## config.mk

```make
export PLATFORM = sky130hd
export DESIGN_NAME = rv_rsp_reorder_buffer_flat
export DESIGN_NICKNAME = d
export VERILOG_FILES = /design/src/rtl/rv_rsp_reorder_buffer_pkg.sv /design/src/rtl/rv_rsp_reorder_buffer_if.sv /design/src/rtl/rv_tag_order_fifo.sv /design/src/rtl/rv_rsp_reorder_buffer.sv /design/src/flat_wrapper.sv
export SDC_FILE = /design/constraint.sdc
export NUM_CORES = 1
export LEC_CHECK = 0
export CORE_AREA = 2 2 134 97
export CTS_CLUSTER_DIAMETER = 100
export DETAILED_ROUTE_END_ITERATION = 12
export DIE_AREA = 0 0 136 99
export PLACE_DENSITY = 0.78
export RECOVER_POWER = 25
export SLEW_MARGIN = 0
export SYNTH_ARGS = -nofsm -noshare
export SYNTH_HDL_FRONTEND = slang
export SYNTH_HIERARCHICAL = 1
export SYNTH_SLANG_ARGS = --single-unit
```

## constraint.sdc

```tcl
create_clock -name clk -period 3.4 [get_ports clk]
set_clock_uncertainty 0.15 [all_clocks]
set_input_delay 0.68 -clock clk [delete_from_list [all_inputs] [get_ports clk]]
set_output_delay 0.68 -clock clk [all_outputs]
set_load 0.05 [all_outputs]
```

## src/rtl/rv_rsp_reorder_buffer_pkg.sv

```systemverilog
`default_nettype none
// ============================================================================
//  Module   : rv_rsp_reorder_buffer_pkg
//  Purpose  : Shared definitions for the response reorder buffer slice.
//             Provides the tag-width derivation used by the interface, the
//             order FIFO and the top level so all agree on ADDRW.
//  Contents : tag_width(size) -> number of bits needed to index 'size' tags
//             (never less than 1, so a single-tag build still has a port).
//  Revision : 1.0  initial release
// ============================================================================
package rv_rsp_reorder_buffer_pkg;

    function automatic int tag_width(input int size);
        return (size > 1) ? $clog2(size) : 1;
    endfunction

endpackage
`default_nettype wire

```

## src/rtl/rv_rsp_reorder_buffer_if.sv

```systemverilog
`default_nettype none
// ============================================================================
//  Module   : rv_rsp_reorder_buffer_if
//  Purpose  : Bundles the issue, response, ordered-output and tag-release
//             signals of the reorder buffer.
//  Modports : slave  - the reorder buffer itself
//             master - the surrounding pipeline / testbench
//  Signals  : issue_valid/issue_tag/issue_ready  tag issue handshake
//             rsp_valid/rsp_tag/rsp_data         out-of-order responses
//             out_valid/out_tag/out_data/out_ready  in-order retirement
//             release_slot/release_addr          tag return pulse
//             empty/full                         occupancy status
//  Revision : 1.0  initial release
// ============================================================================
interface rv_rsp_reorder_buffer_if #(
    parameter int DATAW = 32,
    parameter int ADDRW = 2
);
    logic             issue_valid;
    logic [ADDRW-1:0] issue_tag;
    logic             issue_ready;
    logic             rsp_valid;
    logic [ADDRW-1:0] rsp_tag;
    logic [DATAW-1:0] rsp_data;
    logic             out_valid;
    logic [ADDRW-1:0] out_tag;
    logic [DATAW-1:0] out_data;
    logic             out_ready;
    logic             release_slot;
    logic [ADDRW-1:0] release_addr;
    logic             empty;
    logic             full;

    modport slave (
        input  issue_valid, issue_tag, rsp_valid, rsp_tag, rsp_data, out_ready,
        output issue_ready, out_valid, out_tag, out_data, release_slot,
               release_addr, empty, full
    );

    modport master (
        output issue_valid, issue_tag, rsp_valid, rsp_tag, rsp_data, out_ready,
        input  issue_ready, out_valid, out_tag, out_data, release_slot,
               release_addr, empty, full
    );
endinterface
`default_nettype wire

```

## src/rtl/rv_tag_order_fifo.sv

```systemverilog
`default_nettype none
// ============================================================================
//  Module   : rv_tag_order_fifo
//  Purpose  : Circular queue recording the order in which tags were issued.
//             Head is always visible combinationally; no write-to-read bypass,
//             so a pushed tag appears at the head one cycle later at earliest.
//  Ports    : clk, reset (async, active-low)
//             i_push/i_push_tag  append a tag (caller guarantees !o_full)
//             i_pop              drop the head (caller guarantees !o_empty)
//             o_head             oldest tag
//             o_count            occupancy, 0..SIZE
//             o_empty/o_full     occupancy status from the count register
//  Revision : 1.0  initial release
// ============================================================================
module rv_tag_order_fifo #(
    parameter int SIZE  = 4,
    parameter int ADDRW = 2
) (
    input  logic             clk,
    input  logic             reset,
    input  logic             i_push,
    input  logic [ADDRW-1:0] i_push_tag,
    input  logic             i_pop,
    output logic [ADDRW-1:0] o_head,
    output logic [ADDRW:0]   o_count,
    output logic             o_empty,
    output logic             o_full
);
    localparam logic [ADDRW-1:0] c_LAST = ADDRW'(SIZE - 1);
    localparam logic [ADDRW:0]   c_FULL = (ADDRW + 1)'(SIZE);

    logic [ADDRW-1:0] r_order [SIZE];
    logic [ADDRW-1:0] r_rd_ptr;
    logic [ADDRW-1:0] r_wr_ptr;
    logic [ADDRW:0]   r_count;

    // Explicit wrap keeps non-power-of-two SIZE correct.
    function automatic logic [ADDRW-1:0] ptr_inc(input logic [ADDRW-1:0] p);
        return (p == c_LAST) ? '0 : p + 1'b1;
    endfunction

    always_ff @(posedge clk or negedge reset) begin
        if (!reset) begin
            r_rd_ptr <= '0;
            r_wr_ptr <= '0;
            r_count  <= '0;
            for (int i = 0; i < SIZE; i++) begin
                r_order[i] <= '0;
            end
        end else begin
            if (i_push) begin
                r_order[r_wr_ptr] <= i_push_tag;
                r_wr_ptr          <= ptr_inc(r_wr_ptr);
            end
            if (i_pop) begin
                r_rd_ptr <= ptr_inc(r_rd_ptr);
            end
            case ({i_push, i_pop})
                2'b10:   r_count <= r_count + 1'b1;
                2'b01:   r_count <= r_count - 1'b1;
                default: r_count <= r_count;
            endcase
        end
    end

    assign o_head  = r_order[r_rd_ptr];
    assign o_count = r_count;
    assign o_empty = (r_count == '0);
    assign o_full  = (r_count == c_FULL);
endmodule
`default_nettype wire

```

## src/rtl/rv_rsp_reorder_buffer.sv

```systemverilog
`default_nettype none
// ============================================================================
//  Module   : rv_rsp_reorder_buffer
//  Purpose  : Accepts tagged responses in any order and retires them in the
//             order their tags were issued, returning each retired tag to the
//             index buffer with a one-cycle release pulse.
//  Ports    : clk    rising-edge clock
//             reset  asynchronous, active-low reset
//             bus    rv_rsp_reorder_buffer_if.slave (issue, response, ordered
//                    output, release pulse and empty/full status)
//  Revision : 1.0  initial release
// ============================================================================
module rv_rsp_reorder_buffer
    import rv_rsp_reorder_buffer_pkg::*;
#(
    parameter int DATAW = 32,
    parameter int SIZE  = 4,
    parameter int ADDRW = tag_width(SIZE)
) (
    input  logic                  clk,
    input  logic                  reset,
    rv_rsp_reorder_buffer_if.slave bus
);
    logic [ADDRW-1:0] w_head_tag;
    logic [ADDRW:0]   w_count;
    logic             w_empty;
    logic             w_full;
    logic             w_issue_fire;
    logic             w_out_valid;
    logic             w_pop;

    logic [SIZE-1:0]  r_done;
    logic [DATAW-1:0] r_data [SIZE];
    logic             r_release_slot;
    logic [ADDRW-1:0] r_release_addr;

    // Ready comes from the pre-pop occupancy: a full queue refuses an issue
    // even in the cycle it retires an entry.
    assign w_issue_fire = bus.issue_valid && !w_full;
    assign w_out_valid  = !w_empty && r_done[w_head_tag];
    assign w_pop        = w_out_valid && bus.out_ready;

    rv_tag_order_fifo #(
        .SIZE  (SIZE),
        .ADDRW (ADDRW)
    ) u_order (
        .clk        (clk),
        .reset      (reset),
        .i_push     (w_issue_fire),
        .i_push_tag (bus.issue_tag),
        .i_pop      (w_pop),
        .o_head     (w_head_tag),
        .o_count    (w_count),
        .o_empty    (w_empty),
        .o_full     (w_full)
    );

    // A response and a pop only ever target different tags in legal traffic,
    // so the response set is placed after the pop clear purely for clarity.
    always_ff @(posedge clk or negedge reset) begin
        if (!reset) begin
            r_done         <= '0;
            r_release_slot <= 1'b0;
            r_release_addr <= '0;
            for (int i = 0; i < SIZE; i++) begin
                r_data[i] <= '0;
            end
        end else begin
            if (w_pop) begin
                r_done[w_head_tag] <= 1'b0;
            end
            if (bus.rsp_valid) begin
                r_done[bus.rsp_tag] <= 1'b1;
                r_data[bus.rsp_tag] <= bus.rsp_data;
            end
            r_release_slot <= w_pop;
            if (w_pop) begin
                r_release_addr <= w_head_tag;
            end
        end
    end

    assign bus.issue_ready  = !w_full;
    assign bus.out_valid    = w_out_valid;
    assign bus.out_tag      = w_head_tag;
    assign bus.out_data     = r_data[w_head_tag];
    assign bus.release_slot = r_release_slot;
    assign bus.release_addr = r_release_addr;
    assign bus.empty        = w_empty;
    assign bus.full         = w_full;

`ifndef SYNTHESIS
    // Tags currently in the order queue, for protocol checking only.
    logic [SIZE-1:0] r_pending;
    logic            w_rsp_legal;
    logic [ADDRW:0]  w_count_unused;

    assign w_count_unused = w_count;
    assign w_rsp_legal = !r_done[bus.rsp_tag] &&
                         (r_pending[bus.rsp_tag] ||
                          (w_issue_fire && (bus.issue_tag == bus.rsp_tag)));

    always_ff @(posedge clk or negedge reset) begin
        if (!reset) begin
            r_pending <= '0;
        end else begin
            if (w_pop) begin
                r_pending[w_head_tag] <= 1'b0;
            end
            if (w_issue_fire) begin
                r_pending[bus.issue_tag] <= 1'b1;
            end
        end
    end

    always @(posedge clk) begin
        if (reset) begin
            // Dropping an issue is flow control the producer must retry.
            assert (!(bus.issue_valid && w_full))
                else $warning("issue of tag %0d dropped: order queue full", bus.issue_tag);
            if (bus.rsp_valid) begin
                assert (w_rsp_legal)
                    else $error("illegal response to tag %0d (already done or not outstanding)",
                                bus.rsp_tag);
            end
        end
    end
`endif
endmodule
`default_nettype wire

```

## src/flat_wrapper.sv

```systemverilog
// flat-port wrapper written by rule: the top's interface ports become plain ports
module rv_rsp_reorder_buffer_flat import rv_rsp_reorder_buffer_pkg::*;
#(
    parameter int DATAW = 32,
    parameter int SIZE  = 4,
    parameter int ADDRW = tag_width(SIZE)
)
  (clk, reset, bus_issue_valid, bus_issue_tag, bus_rsp_valid, bus_rsp_tag, bus_rsp_data, bus_out_ready, bus_issue_ready, bus_out_valid, bus_out_tag, bus_out_data, bus_release_slot, bus_release_addr, bus_empty, bus_full);
  rv_rsp_reorder_buffer_if #(.DATAW(DATAW), .ADDRW(ADDRW)) bus_i ();
  input  logic clk;
  input  logic reset;
  input wire logic [$bits(bus_i.issue_valid)-1:0] bus_issue_valid;
  input wire logic [$bits(bus_i.issue_tag)-1:0] bus_issue_tag;
  input wire logic [$bits(bus_i.rsp_valid)-1:0] bus_rsp_valid;
  input wire logic [$bits(bus_i.rsp_tag)-1:0] bus_rsp_tag;
  input wire logic [$bits(bus_i.rsp_data)-1:0] bus_rsp_data;
  input wire logic [$bits(bus_i.out_ready)-1:0] bus_out_ready;
  output wire logic [$bits(bus_i.issue_ready)-1:0] bus_issue_ready;
  output wire logic [$bits(bus_i.out_valid)-1:0] bus_out_valid;
  output wire logic [$bits(bus_i.out_tag)-1:0] bus_out_tag;
  output wire logic [$bits(bus_i.out_data)-1:0] bus_out_data;
  output wire logic [$bits(bus_i.release_slot)-1:0] bus_release_slot;
  output wire logic [$bits(bus_i.release_addr)-1:0] bus_release_addr;
  output wire logic [$bits(bus_i.empty)-1:0] bus_empty;
  output wire logic [$bits(bus_i.full)-1:0] bus_full;
  assign bus_i.issue_valid = bus_issue_valid;
  assign bus_i.issue_tag = bus_issue_tag;
  assign bus_i.rsp_valid = bus_rsp_valid;
  assign bus_i.rsp_tag = bus_rsp_tag;
  assign bus_i.rsp_data = bus_rsp_data;
  assign bus_i.out_ready = bus_out_ready;
  assign bus_issue_ready = bus_i.issue_ready;
  assign bus_out_valid = bus_i.out_valid;
  assign bus_out_tag = bus_i.out_tag;
  assign bus_out_data = bus_i.out_data;
  assign bus_release_slot = bus_i.release_slot;
  assign bus_release_addr = bus_i.release_addr;
  assign bus_empty = bus_i.empty;
  assign bus_full = bus_i.full;
  rv_rsp_reorder_buffer #(.DATAW(DATAW), .SIZE(SIZE), .ADDRW(ADDRW)) u_core (.clk(clk), .reset(reset), .bus(bus_i));
endmodule
```

==> flow_summary.json <==
{
  "synthCells": 396,
  "nets": 542,
  "hold_class": "flop to flop",
  "synthFlopType": "dfrtp_1",
  "io_pins": 82,
  "status": "finished with violations",
  "num_vias": 3713,
  "dpl.hpwl_um": 8260,
  "cap_violations": 1,
  "final-setup-viol-count": 0,
  "hold_violations": 0,
  "place_area_sq_um": 7530,
  "drive_above_1_share_pct": 51.9,
  "final_cell_mix": "150 x dfrtp_1, 137 x mux2_2, 49 x buf_4",
  "fp-row-count": 34,
  "n_antenna_cell": 0,
  "drv_slew": 77,
  "antenna_found_initial": 0,
  "cts_root_buf": "clkbuf_16",
  "slew_headroom_pct": -26.0,
  "grt_pass1_vias": 4008,
  "ys_ff_latch": 150,
  "cp_common_cell": "mux4_2",
  "crit_fanout": 30,
  "cts_tree": "done",
  "routed_wl_um": 12900,
  "drc": 0,
  "crit_path_end_kind": "primary output",
  "synth-edff-count": 0,
  "cp-start-kind": "flop",
  "start_util_pct": 53.9,
  "layout_commonest_cell": "dfrtp_1",
  "violations": "capacitance limit, slew limit",
  "syn_avg_cell_area_sq_um": 16.6,
  "period_needed_ns": 3.27,
  "timing.hold.ws_ns": 0.339,
  "hold_buffers": 0,
  "utilization_pct": 66.9,
  "fmax_ghz": 0.305,
  "crit_required_ns": 2.57,
  "rsz0062_at_grt": "no",
  "cts_buffer_depth": 2,
  "grt-ovfl-total": 0,
  "cp_slowest_cell": "mux4_2",
  "gp_congestion": 0.740,
  "ys.warnings.count": 6,
  "design_area_sq_um": 8140,
  "cp_data_arrival_time_ns": 2.44,
  "drt_pass1_iterations": 5,
  "ys_types": 28,
  "grt_pass1_wl_um": 21200,
  "worst_pin_slew_ns": 1.89,
  "io_buffers": 81,
  "htree_num_levels": 4,
  "ant_nets": 0,
  "vias_per_cell": 5.55,
  "setup_tns_ns": 0,
  "die-area_sq_um": 13500,
  "fillers": 874,
  "drtIter0Drc": 173,
  "insertion_delay_ns": 0.41,
  "crit_chain": "mux4_2 > buf_12 > mux4_2 > buf_4",
  "cp.buffers_inverters": 2,
  "cpPeakStageDelay_ns": 0.64,
  "grt_max_degree": 77,
  "path_clk_slew_ns": 0.06,
  "syn-num-nets": 444,
  "fp.dieH_um": 99,
  "cts.sinks": 150,
  "grt_use_total_pct": 20.9,
  "wl_per_cell_um": 19.3,
  "synth_area_sq_um": 6560,
  "numCtsBuffers": 17,
  "yosysSeqAreaShare_pct": 57.2,
  "cp_top_family": "multiplexers",
  "critPathKind": "flop to primary output",
  "area_delta_synth_final_pct": 24.0,
  "fp.coreArea_sq_um": 12200,
  "dieWidth_um": 136,
  "multi_input_area_sq_um": 2680,
  "layout_worst_path_cycle_share_pct": 96.3,
  "synth-async-reset-ratio_pct": 100,
  "ff_latch_area_sq_um": 3750
}
per-layer routing:
layer	GRT usage, %	wire [um]
met2	32.3	6310
met1	29.1	5850
met5	0	0
met3	6.33	608
met4	6.01	120
synth_stat cells (all sizes together) (2+ instances only):
cell | count | area [sq um]
xor2 | 2 | 17.5
o21ai | 8 | 40.0
buf | 20 | 111
nor2 | 2 | 7.51
nand2 | 8 | 30.0
nor2b | 2 | 12.5
mux4 | 34 | 766
inv | 8 | 30.0
dfrtp | 150 | 3750
mux2i | 3 | 30.0
ha | 6 | 75.1
nand3b | 3 | 22.5
mux2 | 139 | 1570
repair_timing:
| action | CTS | global route |
|---|---|---|
| hold endpoints to repair | 0 | 0 |
| gates resized for setup | 3 | 1 |
| buffers inserted | 0 | 4 |
| endpoints found under the setup margin | 30 | 31 |
logic make-up (layout without fill, tap and decap cells):
group | count (synthesis) | in the layout | share of synthesized area [%]
multiplexers | 176 | 176 | 36.0
adder cells (fa/ha/maj) | 7 | 7 | 1.45
buffers and inverters | 28 | 139 | 2.15
XOR/XNOR | 3 | 3 | 0.400
flip-flops | 150 | 150 | 57.2
AO/OA/AOI/OAI | 10 | 10 | 0.915
AND/OR/NAND/NOR | 22 | 22 | 1.91
final timing paths:
| path | endpoint | slack [ns] | start | cells past startpoint |
|---|---|---|---|---|
| max | bus_out_data[22] | 0.13 | u_core/u_order/r_rd_ptr[0]$_DFFE_PN0P_ | 4 |
| min | u_core/bus.release_addr[1]$_DFFE_PN0N_ | 0.34 | u_core/bus.release_addr[1]$_DFFE_PN0N_ | 1 |
| max reg2reg | u_core/u_order/o_count[2]$_DFFE_PN0P_ | 0.23 | u_core/u_order/r_rd_ptr[0]$_DFFE_PN0P_ | 10 |
| min reg2reg | u_core/bus.release_addr[1]$_DFFE_PN0N_ | 0.34 | u_core/bus.release_addr[1]$_DFFE_PN0N_ | 1 |
| max in group asynchronous | u_core/r_data[23]$_DFFE_PN0P_ | 0.72 | reset | 2 |
| min in group asynchronous | u_core/r_data[84]$_DFFE_PN0P_ | 0.64 | reset | 1 |
registers in the layout (all words and copies together), names as in the netlist:
name                     cells
u_core/bus.release_addr      2
u_core/bus.release_slot      1
u_core/r_data              128
u_core/r_done                4
u_core/u_order/o_count       3
u_core/u_order/r_order       8
u_core/u_order/r_rd_ptr      2
u_core/u_order/r_wr_ptr      2
area by class of cell:
type	count	area share [%]
Multi-Input combinational cell	218	33.0
Sequential cell	150	46.1
Clock buffer	19	5.57
Timing Repair Buffer	99	10.9
Inverter	8	0.369
Tap cell	162	2.49
Clock inverter	13	1.52
per-stage QoR:
stage	instances	setup slack [ns]
2_1_floorplan	396	-0.111
3_3_place_gp	633	0.194
3_5_place_dp	633	0.178
4_1_cts	665	0.0381
5_1_grt	669	0.0220
6_report	669	0.125
Power is not shown: default switching activity piles up to over one toggle a cycle in this logic, so the estimate is an artifact.
